[src/rtl/cdb_arbiter.sv]
`default_nettype none
// ============================================================================
// Module   : cdb_arbiter
// Purpose  : CDB front end. Each producer channel has a one-entry holding
//            buffer; one buffer wins each cycle and drives a registered
//            broadcast. The grant is round-robin by default; defining
//            CDB_FIXED_PRIO_EN makes it fixed priority (lowest index wins).
// Revision : 1.0  initial release
// ============================================================================
module cdb_arbiter #(
    parameter  int NCH = 4,
    parameter  int DW  = 32,
    parameter  int LW  = 4,
    localparam int GW  = (NCH > 1) ? $clog2(NCH) : 1
) (
    input  logic              clk,
    input  logic              nRST,
    input  logic [NCH-1:0]    require,
    input  logic [NCH*DW-1:0] dataIn,
    input  logic [NCH*LW-1:0] labelIn,
    output logic [NCH-1:0]    requireAC,
    output logic              BCEN,
    output logic [LW-1:0]     BClabel,
    output logic [DW-1:0]     BCdata,
    output logic [GW-1:0]     grantId,
    output logic              busy,
    output logic              dropErr
);

    logic [NCH-1:0] r_buf_v;
    logic [DW-1:0]  r_buf_data  [NCH];
    logic [LW-1:0]  r_buf_label [NCH];

    logic           r_bc_en;
    logic [LW-1:0]  r_bc_label;
    logic [DW-1:0]  r_bc_data;
    logic [GW-1:0]  r_gnt_id;
    logic           r_drop;

    logic [NCH-1:0] w_lbl_nz;
    logic [NCH-1:0] w_rot;
    logic [NCH-1:0] w_grant;
    logic [NCH-1:0] w_ac;
    logic [NCH-1:0] w_load;
    logic [GW-1:0]  w_off;
    logic [GW-1:0]  w_gnt_idx;
    logic           w_any;
    logic           w_drop;

    for (genvar gi = 0; gi < NCH; gi++) begin : g_lbl
        assign w_lbl_nz[gi] = |labelIn[gi*LW +: LW];
    end

`ifdef CDB_FIXED_PRIO_EN
    assign w_rot     = r_buf_v;
    assign w_gnt_idx = w_off;
`else
    localparam logic [GW:0]   c_NCH_W = (GW+1)'(NCH);
    localparam logic [GW-1:0] c_LAST  = GW'(NCH - 1);

    logic [GW-1:0] r_ptr;
    logic [GW:0]   w_sum;
    logic [GW-1:0] w_ptr_nxt;

    // Rotate so that bit 0 corresponds to the pointer channel.
    assign w_rot     = (r_buf_v >> r_ptr) | (r_buf_v << (NCH - int'(r_ptr)));
    assign w_sum     = {1'b0, r_ptr} + {1'b0, w_off};
    assign w_gnt_idx = (w_sum >= c_NCH_W) ? GW'(w_sum - c_NCH_W) : GW'(w_sum);
    assign w_ptr_nxt = (w_gnt_idx == c_LAST) ? '0 : w_gnt_idx + 1'b1;

    always_ff @(posedge clk or negedge nRST) begin
        if (!nRST) begin
            r_ptr <= '0;
        end else if (w_any) begin
            r_ptr <= w_ptr_nxt;
        end
    end
`endif

    always_comb begin
        w_off = '0;
        for (int k = NCH - 1; k >= 0; k--) begin
            if (w_rot[k]) begin
                w_off = GW'(k);
            end
        end
    end

    assign w_any   = |r_buf_v;
    assign w_grant = NCH'(w_any) << w_gnt_idx;
    // A granted buffer frees this edge, so it may reload in the same cycle.
    assign w_ac    = ~r_buf_v | w_grant;
    assign w_load  = require & w_ac & w_lbl_nz;
    assign w_drop  = |(require & w_ac & ~w_lbl_nz);

    always_ff @(posedge clk or negedge nRST) begin
        if (!nRST) begin
            r_buf_v <= '0;
            for (int i = 0; i < NCH; i++) begin
                r_buf_data[i]  <= '0;
                r_buf_label[i] <= '0;
            end
        end else begin
            for (int i = 0; i < NCH; i++) begin
                if (w_load[i]) begin
                    r_buf_v[i]     <= 1'b1;
                    r_buf_data[i]  <= dataIn[i*DW +: DW];
                    r_buf_label[i] <= labelIn[i*LW +: LW];
                end else if (w_grant[i]) begin
                    r_buf_v[i]     <= 1'b0;
                end
            end
        end
    end

    always_ff @(posedge clk or negedge nRST) begin
        if (!nRST) begin
            r_bc_en    <= 1'b0;
            r_bc_label <= '0;
            r_bc_data  <= '0;
            r_gnt_id   <= '0;
            r_drop     <= 1'b0;
        end else begin
            r_bc_en <= w_any;
            if (w_any) begin
                r_bc_label <= r_buf_label[w_gnt_idx];
                r_bc_data  <= r_buf_data[w_gnt_idx];
                r_gnt_id   <= w_gnt_idx;
            end
            if (w_drop) begin
                r_drop <= 1'b1;
            end
        end
    end

    assign requireAC = w_ac;
    assign BCEN      = r_bc_en;
    assign BClabel   = r_bc_label;
    assign BCdata    = r_bc_data;
    assign grantId   = r_gnt_id;
    assign busy      = w_any;
    assign dropErr   = r_drop;

endmodule
`default_nettype wire

[config.mk]
export PLATFORM = sky130hd
export DESIGN_NAME = cdb_arbiter
export DESIGN_NICKNAME = d
export VERILOG_FILES = /design/src/rtl/cdb_arbiter.sv
export SDC_FILE = /design/constraint.sdc
export NUM_CORES = 1
export LEC_CHECK = 0
export ABC_CLOCK_PERIOD_IN_PS = 4200
export BUFFER_PORTS_ARGS = -buffer_cell sky130_fd_sc_hd__buf_2
export CORE_ASPECT_RATIO = 0.7
export CORE_UTILIZATION = 35
export CTS_BUF_LIST = sky130_fd_sc_hd__clkbuf_4
export CTS_CLUSTER_SIZE = 10
export DETAILED_ROUTE_END_ITERATION = 7
export GPL_TIMING_DRIVEN = 0
export PLACE_DENSITY = 0.68
export SYNTH_ARGS = -nofsm -noshare
export SYNTH_HDL_FRONTEND = slang
export SYNTH_SLANG_ARGS = --single-unit
[constraint.sdc]
create_clock -name clk -period 4.2 [get_ports clk]
set_input_delay 0.42 -clock clk [delete_from_list [all_inputs] [get_ports clk]]
set_output_delay 0.42 -clock clk [all_outputs]
set_load 0.05 [all_outputs]
## After elaboration in Yosys (flattened, before gate mapping)

Cells that the tools add are included.

| word-level totals | value |
|---|---|
| output and inout port bits | 45 |
| input bits | 150 |
| flip-flop bits (word level) | 190 |

| cells by class | value |
|---|---|
| shifts and indexed selects | 3 |
| $lt $le $gt $ge | 2 |
| bitwise logic cells | 8 |
| eq/ne operators | 1 |
| reduce and logical (&&, ||, !) cells | 10 |
| add/subtract/negate cells | 4 |
| mux-type cells | 20 |

Operator list:

| cell | count |
|---|---|
| 32-bit binary-select mux with 2-bit select | 1 |
| 32-bit two-way mux | 2 |
| 4-bit by 32-bit << shifter with 4-bit output | 1 |
| 4-bit OR reduction | 6 |
| 4-bit AND | 3 |
| 2-bit two-way mux | 6 |
| 4-bit binary-select mux with 2-bit select | 1 |
| 1-bit two-way mux | 8 |
| 4-bit two-way mux | 2 |
| 4-bit NOT | 2 |
| 4-bit bitwise OR | 2 |
| 2-bit nonzero test | 4 |
| 3-bit greater-or-equal comparator, second input constant | 2 |
| 1-bit by 2-bit << shifter with 4-bit output | 1 |
| 4-bit by 2-bit right shift with 4-bit output | 1 |
| 3-bit by 2-bit subtractor with 4-bit output, first input constant | 1 |
| 2-bit by 2-bit adder with 3-bit output | 1 |
| 2-bit NOT with 3-bit output | 1 |
| 2-bit by 1-bit adder with 2-bit output, second input constant | 1 |
| 2-bit equality test, second input constant | 1 |
| 2-bit by 1-bit subtractor with 2-bit output, second input constant | 1 |

## Longest topological paths before layout

Gate-level depths: netlist (run 1).

| logic depth | value |
|---|---|
| depth after elaboration | 15 |
| mapped depth | 17 |

## Worst setup path before layout (run 1)

Ideal clock, no wire load.

| path | value |
|---|---|
| path type | register to register |
| start | reg r_ptr[0] |
| end | reg r_buf_data[64] (netlist name) |
| arrival | 3.909 ns |
| data required time | 4.075 ns |
| period minus slack after synthesis | 4.034 ns |
| library setup time | 0.125 ns |
| cell stages (with the launch flop) | 17 |
| buffers on the path | 3 |
| setup slack | 0.166 ns |
| path through | dfrtp_1 -> buf_6 -> inv_1 -> ha_1 -> mux2_2 -> a21oi_1 -> o22a_1 -> o22ai_1 -> a21oi_1 -> ha_1 -> xnor2_1 -> nand2_1 -> o211ai_2 -> nor2b_4 -> buf_6 -> buf_6 -> mux2_4 |

| between the ends | value |
|---|---|
| cells in the longest elaborated chain, start to end | 14 |
| elaborated cells between the ends (all ways) | 16 |

RTL lines:

| element | RTL line | RTL |
|---|---|---|
| start, declared | 61 | `logic [GW-1:0] r_ptr;` |
| start signal, assigned | 75 | `r_ptr <= w_ptr_nxt;` |
| 3-bit by 2-bit subtractor with 4-bit output | 66 | `assign w_rot = (r_buf_v >> r_ptr) \| (r_buf_v << (NCH - int'(r_ptr)));` |
| 4-bit by 32-bit << shifter with 4-bit output | 66 |  |
| 4-bit bitwise OR | 66 |  |
| 2-bit two-way mux (4 in a row) | 83 | `if (w_rot[k]) begin` |
| 2-bit by 2-bit adder with 3-bit output * | 67 | `assign w_sum = {1'b0, r_ptr} + {1'b0, w_off};` |
| 3-bit greater-or-equal comparator or 2-bit by 1-bit subtractor with 2-bit output (tied branches) | 68 | `assign w_gnt_idx = (w_sum >= c_NCH_W) ? GW'(w_sum - c_NCH_W) : GW'(w_sum);` |
| 2-bit two-way mux * | 68 |  |
| 1-bit by 2-bit << shifter with 4-bit output * | 90 | `assign w_grant = NCH'(w_any) << w_gnt_idx;` |
| 4-bit bitwise OR * | 92 | `assign w_ac = ~r_buf_v \| w_grant;` |
| net requireAC[1] | 21 | `output logic [NCH-1:0] requireAC,` |
| 4-bit AND * (2 in a row) | 93 | `assign w_load = require & w_ac & w_lbl_nz;` |
| end signal, assigned by index | 107 | `r_buf_data[i] <= dataIn[i*DW +: DW];` |
| end, declared | 31 | `logic [DW-1:0] r_buf_data [NCH];` |

Mark *: on every way through the listed nets, which the timed path passes. The rest lies on a longest branch.
A chain may end at the register's enable or synchronous reset.

## Worst setup path after layout (run 1)

| path | value |
|---|---|
| start | reg r_ptr[0] |
| end | out requireAC[2] |

| between the ends | value |
|---|---|
| cells in the longest elaborated chain, start to end | 12 |
| elaborated cells between the ends (all ways) | 14 |

RTL lines:

| element | RTL line | RTL |
|---|---|---|
| 3-bit by 2-bit subtractor with 4-bit output | 66 |  |
| 4-bit by 32-bit << shifter with 4-bit output | 66 |  |
| 4-bit bitwise OR | 66 |  |
| 2-bit two-way mux (4 in a row) | 83 |  |
| 2-bit by 2-bit adder with 3-bit output * | 67 |  |
| 3-bit greater-or-equal comparator or 2-bit by 1-bit subtractor with 2-bit output (tied branches) | 68 |  |
| 2-bit two-way mux * | 68 |  |
| net w_gnt_idx[0] | 46 | `logic [GW-1:0] w_gnt_idx;` |
| 1-bit by 2-bit << shifter with 4-bit output * | 90 |  |
| 4-bit bitwise OR * | 92 |  |
| end, declared | 21 |  |

Marks and branches as above.

==> summary.txt, run 1 <==
Floorplanning
  • Die Ht: 136 um
  • Core Area: 0.0248 mm^2
  • IO Pins: 195
  • Die Wd: 193 um
  • Initial Util: 0.359
  • Site Rows: 48
  • Die ar.: around 0.026 mm^2

Run status
  • Failing checks: design-rule violations
  • Status: complete, but fails checks

Synthesis
  • Mapped Nets: 861
  • Sequential fraction of the synthesis area: 0.534
  • Syn_area_per_cell: 12.6 um^2
  • Synth cell count leaders: dfrtp_1, mux2_2, nor2b_1, a2111oi_0, nor2_1
  • Ranking of synthesized cells by area: dfrtp_1, mux2_2, a2111oi_0, mux2_4, nor2b_1
  • Synthesized flop and latch total: 190
  • Distinct cells, synth: between 40 and 50
  • Mapped Area: ~0.009 mm^2
  • Most frequent cell after synthesis: dfrtp_1
  • Top-area cell type share of the netlist area: 0.534
  • Ys async rst share: 1.00
  • Post-synth EDFFs: 0
  • Main flop type after synthesis: dfrtp_1
  • Synth Warn #: 0
  • Largest area contributor in the netlist: dfrtp_1
  • Post-Synthesis Cells: slightly above 700

STA
  • Max-slew violation count: 0
  • Worst slew pin tran: 0.939 ns
  • Clock Skews: 0.0321 ns
  • Setup_tns: 0 ns
  • Max_slew headroom: 0.369
  • Final hold vios: 0
  • Endpoints failing setup: 0
  • Final period utilization: 0.964
  • Maximum operating frequency: roughly 250 MHz
  • Min cycle time layout: 4.05 ns

Clock tree
  • Clk_lat worst skew: around 0.59 ns
  • CTS root buf: clkbuf_4
  • Clock sinks: 190
  • H-tree levels: 4
  • CTS tree: built
  • Clk slew on worst S/H paths: ~0.15 ns
  • Clk buf depth: 2
  • Number of buffers created by CTS: 17

Detailed routing
  • DRC Markers: 64
  • DRT Wirelength: 26,100 um
  • Vias: 6,833
  • Detail Route Antenna Nets: 0
  • Vias per cell: 5.18
  • TritonRoute pass-1 iters: 7
  • Drt first-iter violations: 412
  • DR WL/cell: about 20 um

Global route
  • Overflow after GRT: 0
  • Vias in the first global route: 6,852
  • GRT Total Usage: 0.201
  • First-pass GRT wire length: 38,900 um
  • Largest net degree at the start of global routing: 100
  • Antenna violations before repair: 6

Critical path
  • Worst r2r path cells: 16
  • R2R setup slack: 0.23 ns
  • Worst path arrival time: 3.63 ns
  • RR Startpoint: r_ptr[0]
  • Critical path peak fanout: 10
  • Setup crit start kind: register
  • CP endpoint kind: output port
  • CP Cell Sequence: buf_6, clkinvlp_4, ha_4, mux2_2, a21oi_2, o22a_2, o22ai_1, a21oi_2, ha_4, clkbuf_8, buf_4, nand2b_1, nand2_1, buf_6
  • Max stage delay on crit path: 0.40 ns
  • Reg-to-reg endpoint: r_buf_data[57]
  • CP required: 3.78 ns
  • Slowest-stage cell, CP: dfrtp_1
  • WS Path Type: reg2out

Placed design
  • Port Buffer Count: 194
  • Hpwl dp: 18,700 um
  • Placer Congestion: 0.838

Worst hold path
  • Hold Crit Start: dataIn[70]
  • Depth of the worst hold-timing path: 2
  • Worst hold endpoint: r_buf_data[38]
  • Worst hold-check path type: in2reg

Final layout
  • Final nets: 1,129
  • Fin util: 0.454
  • Area Overhead vs Synth: 26.3%
  • Layout cell share with drive strength beyond 1: 0.406

Flow run
  • Max Cap Viol: 0
-- layout by cell type, fill, tap and decap left out, drive strengths merged, types with 23 or more instances in the layout --
cell | synthesis | final
nand2 | 23 | 23
clkbuf | 31 | 49
a2111oi | 65 | 65
dfrtp | 190 | 190
nor2 | 40 | 40
nor3 | 38 | 38
buf | 25 | 247
dlygate4sd3 | 0 | 29
mux2 | 131 | 131
nor2b | 69 | 69
-- how the worst max path moves through the flow --
| stage | from | endpoint | cells past startpoint |
|---|---|---|---|
| finish | r_ptr[0] | requireAC[2] | 14 |
| global route | r_ptr[0] | requireAC[0] | 14 |
| CTS | r_ptr[0] | requireAC[0] | 15 |
| detailed placement | r_ptr[0] | BCdata[31] | 15 |
| global placement | r_ptr[1] | BCdata[0] | 15 |
| floorplan | r_ptr[0] | r_buf_data[64] | 16 |
-- critical path: cells and delay by family, from the launching register on --
| family | cells | cell delay [ns] |
|---|---|---|
| buffers and inverters | 5 | 0.83 |
| AOI/OAI and AO/OA | 4 | 0.62 |
| adders and majority gates | 2 | 0.58 |
| DFF | 1 | 0.40 |
| muxes | 1 | 0.34 |
| and+or+nand+nor | 2 | 0.27 |
-- final cells by class --
| type | count | area, um^2 |
|---|---|---|
| Timing Repair Buffer | 250 | 1520 |
| Tap cell | 325 | 407 |
| Clock inverter | 12 | 120 |
| Sequential cell | 190 | 4750 |
| Clock buffer | 20 | 150 |
| Antenna cell | 4 | 10.0 |
| Inverter | 15 | 63.8 |
| Fill cell | 2328 | 13600 |
| Buffer | 55 | 362 |
| Multi-Input combinational cell | 448 | 3860 |
-- metrics by stage --
stage	hold WS [ns]	instance area (um^2)	instances	worst slack, ns
5_1_grt	-0.00365	11200	1315	-0.0248
6_report	0.0541	11300	1319	0.151
2_1_floorplan	0.124	8910	709	0.166
3_3_place_gp	0.461	10300	1228	-0.744
3_5_place_dp	0.470	10300	1229	-0.876
4_1_cts	0.000135	10900	1279	0.00116
-- state kept, by name, summed over array words and instances, names as in the netlist --
register,count
r_buf_data,128
BCEN,1
r_buf_label,16
dropErr,1
grantId,2
r_buf_v,4
r_ptr,2
BCdata,32
BClabel,4
-- routing by layer --
metal	track usage	wire length (um)	share of wire	vias up
li1	-	-	-	3143
met3	0.0632	1970	0.076	25
met1	0.283	12600	0.48	3446
met5	0	55	0.0021	-
met4	0.0424	229	0.0088	8
met2	0.302	11200	0.43	211
-- cell families after synthesis --
logic type | count (synthesis) | share of synthesized area
mux | 136 | 0.184
buf+inv | 71 | 0.0416
compound gates | 120 | 0.124
flops | 190 | 0.534
simple gates | 186 | 0.110
xor+xnor | 4 | 0.00393
fa+ha+maj | 2 | 0.00281
-- what timing repair did --
item                                    in CTS  in global routing
setup buffers                                8                 18
pin swaps                                    4                  7
endpoints found under the setup margin     176                 11
resized for setup                           32                  8
hold endpoints to repair                   101                 18
hold buffers                                11                 18
gates cloned                                 0                  0
Power of run 1 is not shown: default switching activity piles up to over one toggle a cycle in this logic, so the estimate is an artifact.
==> run 2: changes to the inputs <==
--- a/config.mk
+++ b/config.mk
@@ -5,7 +5,7 @@
 export SDC_FILE = /design/constraint.sdc
 export NUM_CORES = 1
 export LEC_CHECK = 0
-export ABC_CLOCK_PERIOD_IN_PS = 4200
+export ABC_CLOCK_PERIOD_IN_PS = 3800
 export BUFFER_PORTS_ARGS = -buffer_cell sky130_fd_sc_hd__buf_2
 export CORE_ASPECT_RATIO = 0.7
 export CORE_UTILIZATION = 35
==> constraint.sdc (replaced) <==
create_clock -name clk -period 3.8 [get_ports clk]
set_input_delay 0.38 -clock clk [delete_from_list [all_inputs] [get_ports clk]]
set_output_delay 0.38 -clock clk [all_outputs]
set_load 0.05 [all_outputs]
==> run 2 against run 1 <==
Against the previous run: the run still ends with design-rule violations left; design area rose by 12%; via count rose by 6.4%; setup slack got worse by 0.12 ns; critical path type unchanged; highest routed layer is now met4.
==> summary.txt, run 2 (same netlist as run 1, synthesis figures left out) <==
Run status
  • Status: complete, but fails checks (unchanged)
  • Failing checks: design-rule violations (unchanged)

Global route
  • Antenna violations before repair: 0 (was 6)
  • First-pass GRT wire length: 41,700 um (was 38,900 um)
  • GRT Total Usage: 0.215 (was 0.201)
  • Overflow after GRT: 0 (unchanged)
  • Vias in the first global route: 7,547 (was 6,852)
  • Largest net degree at the start of global routing: 98 (was 100)

STA
  • Min cycle time layout: 3.77 ns
  • Final hold vios: 0 (unchanged)
  • Endpoints failing setup: 0 (unchanged)
  • Unrepaired setup endpoints after global routing: true
  • Setup_tns: 0 ns (unchanged)
  • Clock Skews: 0.0323 ns (was 0.0321 ns)
  • Max_slew headroom: 0.276 (was 0.369)
  • Maximum operating frequency: 265 MHz
  • Max-slew violation count: 0 (unchanged)
  • Final period utilization: 0.992
  • Worst slew pin tran: 1.08 ns (was 0.939 ns)

Clock tree
  • Number of buffers created by CTS: 17 (unchanged)
  • Clk slew on worst S/H paths: 0.17 ns (was 0.15 ns)
  • CTS root buf: clkbuf_4 (unchanged)
  • Clk buf depth: 2 (unchanged)
  • Clk_lat worst skew: 0.59 ns (about the same)
  • CTS tree: built (unchanged)
  • H-tree levels: 4 (unchanged)
  • Clock sinks: 190 (unchanged)

Placed design
  • DP Area: 0.0104 mm^2 (was 0.0103 mm^2)
  • Placer Congestion: 0.854 (was 0.838)
  • Hpwl dp: 18,100 um (was 18,700 um)
  • Port Buffer Count: 194 (unchanged)

Critical path
  • Setup crit start kind: register (unchanged)
  • Critical Path Start: r_ptr[0] (unchanged)
  • RR Startpoint: r_ptr[0] (unchanged)
  • CP required: 3.42 ns (was 3.78 ns)
  • WS Path Type: reg2out (unchanged)
  • Worst path arrival time: 3.39 ns (was 3.63 ns)
  • CP endpoint kind: output port (unchanged)
  • Critical path peak fanout: 10 (unchanged)

Floorplanning
  • Initial Util: 0.359 (unchanged)
  • Die Wd: 193 um (unchanged)
  • Core Area: 0.0248 mm^2 (unchanged)
  • IO Pins: 195 (unchanged)
  • Die Ht: 136 um (unchanged)
  • Die ar.: 0.0261 mm^2 (unchanged)
  • Site Rows: 48 (unchanged)

Final layout
  • Max FFs per register: 128 (unchanged)
  • Most frequent cells in the layout: buf_2, dfrtp_1, dlygate4sd3_1 (was buf_2, dfrtp_1, nor2b_1, mux2_2, a2111oi_0)
  • Antenna cell count: 0 (was 4)
  • Area Overhead vs Synth: 41.8% (was 26.3%)
  • Final nets: 1,245 (was 1,129)
  • Commonest non-fill, non-tap cell in the layout: buf_2 (unchanged)
  • Layout cell share with drive strength beyond 1: 0.378 (was 0.406)
  • Final Cell Area: 0.0126 mm^2 (was 0.0113 mm^2)
  • Top reg by flops: r_buf_data (unchanged)

Flow run
  • Max Cap Viol: 0 (unchanged)

Detailed routing
  • DRC Markers: 33 (was 64)
  • TritonRoute pass-1 iters: 6 (was 7)
  • Drt first-iter violations: 477 (was 412)
  • Vias per cell: 5.08 (was 5.18)
  • DRT Wirelength: 27,800 um (was 26,100 um)
  • Vias: 7,268 (was 6,833)
  • DR WL/cell: 19.4 um (was 19.8 um)
  • Detail Route Antenna Nets: 0 (unchanged)

Worst hold path
  • Hold Crit Start: require[1] (was dataIn[70])
  • Worst hold-check path type: in2reg (unchanged)
[run 2: cell types whose count changed in the layout (fill, tap and decap cells not counted), moves of 4 or more]
cell / previous run / this run
inv_6: 1 / 5
buf_4: 32 / 23
diode_2: 4 / 0
buf_8: 2 / 7
clkbuf_16: 0 / 4
dlygate4sd3_1: 29 / 145
mux2_2: 68 / 63
clkinv_4: 0 / 4
mux2_4: 31 / 36
[run 2: final timing paths]
path / endpoint / depth (start not counted) / slack, ns
max: requireAC[0] / 14 / 0.03
min reg2reg: grantId[0] / 2 / 0.49
max in group asynchronous: r_buf_data[96] / 3 / 2.46
min: r_buf_label[11] / 2 / 0.09
max reg2reg: r_buf_data[96] / 17 / 0.10
min in group asynchronous: r_buf_data[82] / 2 / 0.38
[run 2: worst max-delay path, stage by stage, from the launching register on]
cell and delay, ns:
dfrtp_1 0.41, buf_6 0.13, inv_8 0.04, ha_4 0.27, mux2_4 0.31, a21oi_4 0.15, o22a_2 0.18, o22ai_2 0.07
a21oi_2 0.21, ha_4 0.27, clkbuf_16 0.18, clkbuf_16 0.17, o21a_1 0.20, inv_2 0.08, buf_8 0.14
[run 2: final cells by class]
cell class                 count  area (um^2)
clock inverter                15          128
clock buffer                  17          128
buffer                        55          472
fill                        2136        12200
timing repair buffer         366         2720
inverter                      15         63.8
sequential                   190         4750
multi-input combinational    448         3970
tap                          325          407
[run 2: stage by stage]
stage	hold WS, ns	setup slack (ns)	instances	util
floorplan	0.0844	0.00153	709	-
global placement	0.456	-1.05	1228	0.417
detailed placement	0.457	-1.09	1229	0.418
CTS	0.0229	0.0280	1423	0.499
global route	0.0335	-0.154	1431	0.509
finish	0.0918	0.0315	1431	0.509
[run 2: timing repair]
item                                    4_1_cts  5_1_grt
pin swaps                                    13       12
resized for setup                            39       49
gates cloned                                  0        1
buffers inserted                             18        7
hold buffers                                145        0
endpoints found under the setup margin      179       93
hold endpoints to repair                    240        0
[run 2: per-layer routing]
layer  track usage  part of all wire  vias to the layer above
met4        0.0577             0.013                        0
met2         0.341              0.45                      258
met1         0.294              0.47                     3614
met5             0                 0                        -
met3        0.0523             0.064                       22
li1              -                 -                     3374
Power of run 2 is left out for the same reason.
